--- config.mk ---
export PLATFORM = sky130hd
export DESIGN_NAME = vr_rr_arbiter
export DESIGN_NICKNAME = d
export VERILOG_FILES = /design/src/rtl/vr_rr_arbiter.sv
export SDC_FILE = /design/constraint.sdc
export NUM_CORES = 1
export LEC_CHECK = 0
export CORE_UTILIZATION = 39
export CTS_CLUSTER_SIZE = 20
export DETAILED_ROUTE_END_ITERATION = 8
export HOLD_SLACK_MARGIN = 0.05
export PLACE_DENSITY = 0.81
export SLEW_MARGIN = 40
export SYNTH_ARGS = -nofsm -noshare
export SYNTH_HDL_FRONTEND = slang
export SYNTH_SLANG_ARGS = --single-unit
--- constraint.sdc ---
create_clock -name clk -period 4.7 [get_ports clk]
set_input_delay 0.94 -clock clk [delete_from_list [all_inputs] [get_ports clk]]
set_output_delay 0.94 -clock clk [all_outputs]
set_load 0.01 [all_outputs]
--- src/rtl/vr_rr_arbiter.sv ---
`default_nettype none
// ============================================================================
//  Module   : vr_rr_arbiter
//  Purpose  : N-to-1 round-robin arbiter with packet locking in front of a
//             valid/ready pipeline node. One requester wins per beat. The
//             grant is held until that requester's last beat. Accepted beats
//             go into a single registered output stage that also reports
//             the source index of each beat.
//  Ports    : clk, rst_n (async, active-low)
//             in_data[N*WIDTH]  requester payloads, channel i at [i*WIDTH +: WIDTH]
//             in_valid[N], in_last[N]  per-requester valid / end-of-packet
//             in_ready[N]       combinational, one-hot or zero
//             out_data, out_last, out_id, out_valid  registered output stage
//             out_ready         downstream ready
//  Revision : 1.0  initial release
// ============================================================================
module vr_rr_arbiter #(
   parameter int WIDTH = 32,
   parameter int N     = 4,
   parameter int IDW   = $clog2(N)
) (
   input  logic               clk,
   input  logic               rst_n,
   input  logic [N*WIDTH-1:0] in_data,
   input  logic [N-1:0]       in_valid,
   input  logic [N-1:0]       in_last,
   output logic [N-1:0]       in_ready,
   output logic [WIDTH-1:0]   out_data,
   output logic               out_last,
   output logic [IDW-1:0]     out_id,
   output logic               out_valid,
   input  logic               out_ready
);

   typedef enum logic [0:0] {
      ST_ARB  = 1'b0,
      ST_LOCK = 1'b1
   } state_t;

   localparam logic [IDW-1:0] LAST_ID = IDW'(N - 1);

   state_t           state, state_nxt;
   logic [IDW-1:0]   ptr, ptr_nxt;
   logic [IDW-1:0]   owner, owner_nxt;
   logic [IDW-1:0]   winner;
   logic             found;
   logic             load_en;
   logic             fire;
   logic [WIDTH-1:0] sel_data;
   logic             sel_last;

   // Output stage can take a beat when empty or draining this cycle.
   assign load_en = ~out_valid | out_ready;

   // Winner selection. In ARB the search starts at ptr and wraps at N-1;
   // scanning from the far end down lets the closest requester overwrite
   // earlier candidates, so no priority chain beyond one loop is needed.
   always_comb begin : winner_search
      int idx;
      winner = ptr;
      found  = 1'b0;
      idx    = 0;
      if (state == ST_LOCK) begin
         winner = owner;
         for (int i = 0; i < N; i++) begin
            if (owner == IDW'(i)) found = in_valid[i];
         end
      end else begin
         for (int k = N - 1; k >= 0; k--) begin
            idx = int'(ptr) + k;
            if (idx >= N) idx = idx - N;
            if (in_valid[idx]) begin
               winner = IDW'(idx);
               found  = 1'b1;
            end
         end
      end
   end

   // rst_n gates the grant so in_ready stays low while reset is held.
   assign fire = found & load_en & rst_n;

   for (genvar g = 0; g < N; g++) begin : g_ready
      assign in_ready[g] = fire & (winner == IDW'(g));
   end

   always_comb begin : payload_mux
      sel_data = '0;
      sel_last = 1'b0;
      for (int i = 0; i < N; i++) begin
         if (winner == IDW'(i)) begin
            sel_data = in_data[i*WIDTH +: WIDTH];
            sel_last = in_last[i];
         end
      end
   end

   always_comb begin : fsm_next
      state_nxt = state;
      ptr_nxt   = ptr;
      owner_nxt = owner;
      if (fire) begin
         case (state)
            ST_ARB: begin
               if (sel_last) begin
                  ptr_nxt = (winner == LAST_ID) ? '0 : winner + IDW'(1);
               end else begin
                  state_nxt = ST_LOCK;
                  owner_nxt = winner;
               end
            end
            ST_LOCK: begin
               if (sel_last) begin
                  state_nxt = ST_ARB;
                  ptr_nxt   = (owner == LAST_ID) ? '0 : owner + IDW'(1);
               end
            end
         endcase
      end
   end

   always_ff @(posedge clk or negedge rst_n) begin : fsm_regs
      if (!rst_n) begin
         state <= ST_ARB;
         ptr   <= '0;
         owner <= '0;
      end else begin
         state <= state_nxt;
         ptr   <= ptr_nxt;
         owner <= owner_nxt;
      end
   end

   always_ff @(posedge clk or negedge rst_n) begin : out_stage
      if (!rst_n) begin
         out_valid <= 1'b0;
         out_data  <= '0;
         out_last  <= 1'b0;
         out_id    <= '0;
      end else if (fire) begin
         out_valid <= 1'b1;
         out_data  <= sel_data;
         out_last  <= sel_last;
         out_id    <= winner;
      end else if (out_ready) begin
         out_valid <= 1'b0;
      end
   end

endmodule
`default_nettype wire

==> flow_metrics.py, run 1 <==
metrics = {
    "grt": {
        "antenna_found_initial": 0,
        "grt_pass1_wl_um": 15800,
        "grt_pass1_vias": 3316,
        "grt_max_degree": 67,
        "grtUsageTotal_pct": 23.2,
        "grt-ovfl-total": 0,
    },
    "synth": {
        "syn_avg_cell_area_um2": 8.67,
        "yosys.area.top_type": "dfrtp_1",
        "yosys.cell_types.count": 35,
        "synth_largest_type_area_fraction_pct": 32.2,
        "yosys-top-cells-area": "dfrtp_1 (32%), mux2_4 (14%), a21oi_1 (11%), nand3b_1 (8.2%), nand2_1 (8.1%)",
        "synth-seq-area-share_pct": 32.2,
        "synthCells": 368,
        "ys_warn_count": 0,
        "ys_ff_latch": 41,
        "syn-num-nets": 515,
        "synth_area_um2": 3190,
        "synth-edff-count": 0,
        "ys.flop_type": "dfrtp_1",
        "async_flop_share_pct": 100,
    },
    "power_and_ir_drop": {
        "power.total_mw": 3.25,
        "ir_drop_mv": 0.494,
        "power_frac_clock_pct": 8.5,
        "intPower_mw": 1.87,
        "swShare_pct": 42.5,
        "power_frac_seq_pct": 19.8,
        "p_leak_nw": 2.17,
        "combPwrFrac_pct": 71.8,
        "p_per_area_nw_per_um2": 629,
        "switchingPower_mw": 1.38,
    },
    "run": {
        "maxCapViolCount": 0,
    },
    "clock_tree": {
        "clkLatencyLatePin_ns": 0.29,
        "clk_pin_slew_ns": 0.08,
        "cts.sinks": 41,
        "cts_resized": 1,
        "cts_buffer_depth": 2,
        "post_cts_buffers": 0,
        "postCtsHoldBufs": 0,
        "cts_root_buffer": "clkbuf_8",
        "cts-buffers-inserted": 5,
        "h-tree-depth": 2,
        "cts_tree": "done",
    },
    "routing": {
        "routed_via_density": 5.17,
        "drc_errors": 0,
        "dr_wl_met2_um": 5030,
        "wl_met1_um": 3860,
        "finalWirelength_um": 10000,
        "drt_first_pass_iters": 6,
        "highest_layer": "met4",
        "wl_met3_um": 899,
        "wl_per_cell_um": 15.7,
        "vias": 3301,
        "postRouteAntennaNets": 0,
        "drt_iter0_drc": 101,
    },
    "floorplanning": {
        "initial_core_util_pct": 40.8,
        "rows": 32,
        "die_w_um": 92.4,
        "fp.dieH_um": 92.4,
        "design.portCount": 179,
        "core_um2": 7810,
        "dieArea_um2": 8540,
    },
    "setup_path": {
        "end_kind": "output port",
        "crit_buf_inv": 3,
        "cp.arrival_ns": 3.67,
        "slowest_stage": "clkdlybuf4s50_1",
        "worstSetupPathType": "input port to output port",
        "cp.required_ns": 3.76,
        "worstPathCellList": "clkdlybuf4s50_1, nor2b_1, mux4_2, or3_4, xnor2_4, o21a_1, ha_1, inv_1, nor2_1, clkdlybuf4s50_1",
        "critical_path.top_delay_family": "buffers and inverters",
        "cpMostUsedCell": "clkdlybuf4s50_1",
        "startpoint_type": "input port",
        "critical_path.max_stage_delay_ns": 0.56,
        "crit_fanout": 3,
    },
    "timing": {
        "drv_slew": 0,
        "setup_ws_ns": 0.0912,
        "layout_min_cycle_time_ns": 4.61,
        "finalHoldViolCount": 0,
        "setup_viol": 0,
        "min_period_over_period_pct": 98.1,
        "max_freq_mhz": 217,
        "tightestPinTransition_ns": 0.710,
        "finClkSkew_ns": 0.00786,
        "max_slew_margin_pct": 52.7,
    },
    "cells_and_area": {
        "antenna_cells": 0,
        "layout-drive-gt1-share_pct": 13.6,
        "final_common_cell": "clkdlybuf4s50_1",
        "layout_common_cells": "clkdlybuf4s50_1 (175), nand2_1 (69), a21oi_1 (67)",
        "final_nets": 683,
        "syn2layout_area_growth_pct": 62.2,
        "fin_cells": 638,
        "final_util_pct": 66.3,
    },
    "placed_design": {
        "port-buffer-count": 178,
        "detailedPlace.worstSlack_ns": -0.0372,
        "dp_hpwl_um": 7210,
        "place.gp.congestion": 0.850,
        "dp.cells": 631,
    },
    "hold_path": {
        "hp-class": "flip-flop to flip-flop",
    },
    "outcome": {
        "status": "complete, no violations",
    },
}
==> layout make-up <==
| cell class | instances | area [µm²] |
|---|---|---|
| Fill cell | 634 | 2640 |
| Clock inverter | 2 | 35.0 |
| Tap cell | 102 | 128 |
| Clock buffer | 5 | 68.8 |
| Multi-Input combinational cell | 286 | 1990 |
| Inverter | 11 | 41.3 |
| Timing Repair Buffer | 191 | 1880 |
| Sequential cell | 41 | 1030 |
==> logic make-up (layout without fill, tap and decap cells) <==
kind of cell	Yosys count	count (layout)	share of synthesized area, %
compound gates	115	115	20.1
flops	41	41	32.2
mux	40	40	17.9
fa+ha+maj	8	8	3.14
simple gates	122	122	20.2
buf+inv	41	209	6.00
xor+xnor	1	1	0.510
==> path summary, 6_finish.rpt <==
path                           endpoint        start  cells past startpoint  slack, ns
setup / recovery            in_ready[0]  in_valid[1]                     10       0.09
min in group asynchronous  out_data[13]        rst_n                      2       0.82
max in group asynchronous     out_id[1]        rst_n                      2       3.50
hold reg to reg                out_last     out_last                      1       0.51
hold / removal                 out_last     out_last                      1       0.51
setup reg to reg               owner[1]       ptr[0]                     11       1.06
==> cells in the mapped netlist (2+ instances only) <==
library cell,n
clkbuf_1,24
o22a_1,2
nor2b_2,2
nand2b_1,2
dfrtp_1,41
o31ai_1,3
nand2_1,69
a21oi_1,67
buf_6,5
mux2i_1,2
o21ai_0,35
nand3b_1,35
mux2_4,30
nor2_1,5
ha_1,8
mux2_2,7
inv_1,11
nor2b_1,3
==> flip-flops by register name (all words and copies together) (netlist names) <==
signal     count
out_data      32
out_id         2
owner          2
ptr            2
out_last       1
out_valid      1
state          1
==> power groups by stage <==
stage | clock, mW | combinational [mW] | sequential (mW)
after CTS | 0.283 | 2.33 | 0.639
after floorplan | 0 | 1.51 | 0.680
final | 0.275 | 2.33 | 0.643
after global placement | 0 | 2.26 | 0.630
after global routing | 0.300 | 2.55 | 0.664
after detailed placement | 0 | 2.31 | 0.642
==> per-stage QoR <==
step	TNS, ns	hold slack [ns]	cell area (µm²)
global placement	0	0.473	5050
global route	-0.0229	0.525	5170
CTS	0	0.500	5150
finish	0	0.506	5170
floorplan	0	0.518	3190
detailed placement	-0.0942	0.469	5050
==> layer usage <==
metal | vias to the layer above | GRT usage (%)
li1 | 1617 | -
met1 | 1507 | 26.4
met2 | 158 | 42.0
met3 | 19 | 6.32
met4 | 0 | 6.90
met5 | - | 0
Note: power is estimated with default switching activity, not from simulation.
==> run 2, diff against run 1 <==
--- a/config.mk
+++ b/config.mk
@@ -5,10 +5,11 @@
 export SDC_FILE = /design/constraint.sdc
 export NUM_CORES = 1
 export LEC_CHECK = 0
+export CAP_MARGIN = 20
 export CORE_UTILIZATION = 39
 export CTS_CLUSTER_SIZE = 20
 export DETAILED_ROUTE_END_ITERATION = 8
-export HOLD_SLACK_MARGIN = 0.05
+export HOLD_SLACK_MARGIN = 0.08
 export PLACE_DENSITY = 0.81
 export SLEW_MARGIN = 40
 export SYNTH_ARGS = -nofsm -noshare
==> results of run 2 <==
Same layout as run 1: the final DEF is identical, and so are final timing and power.
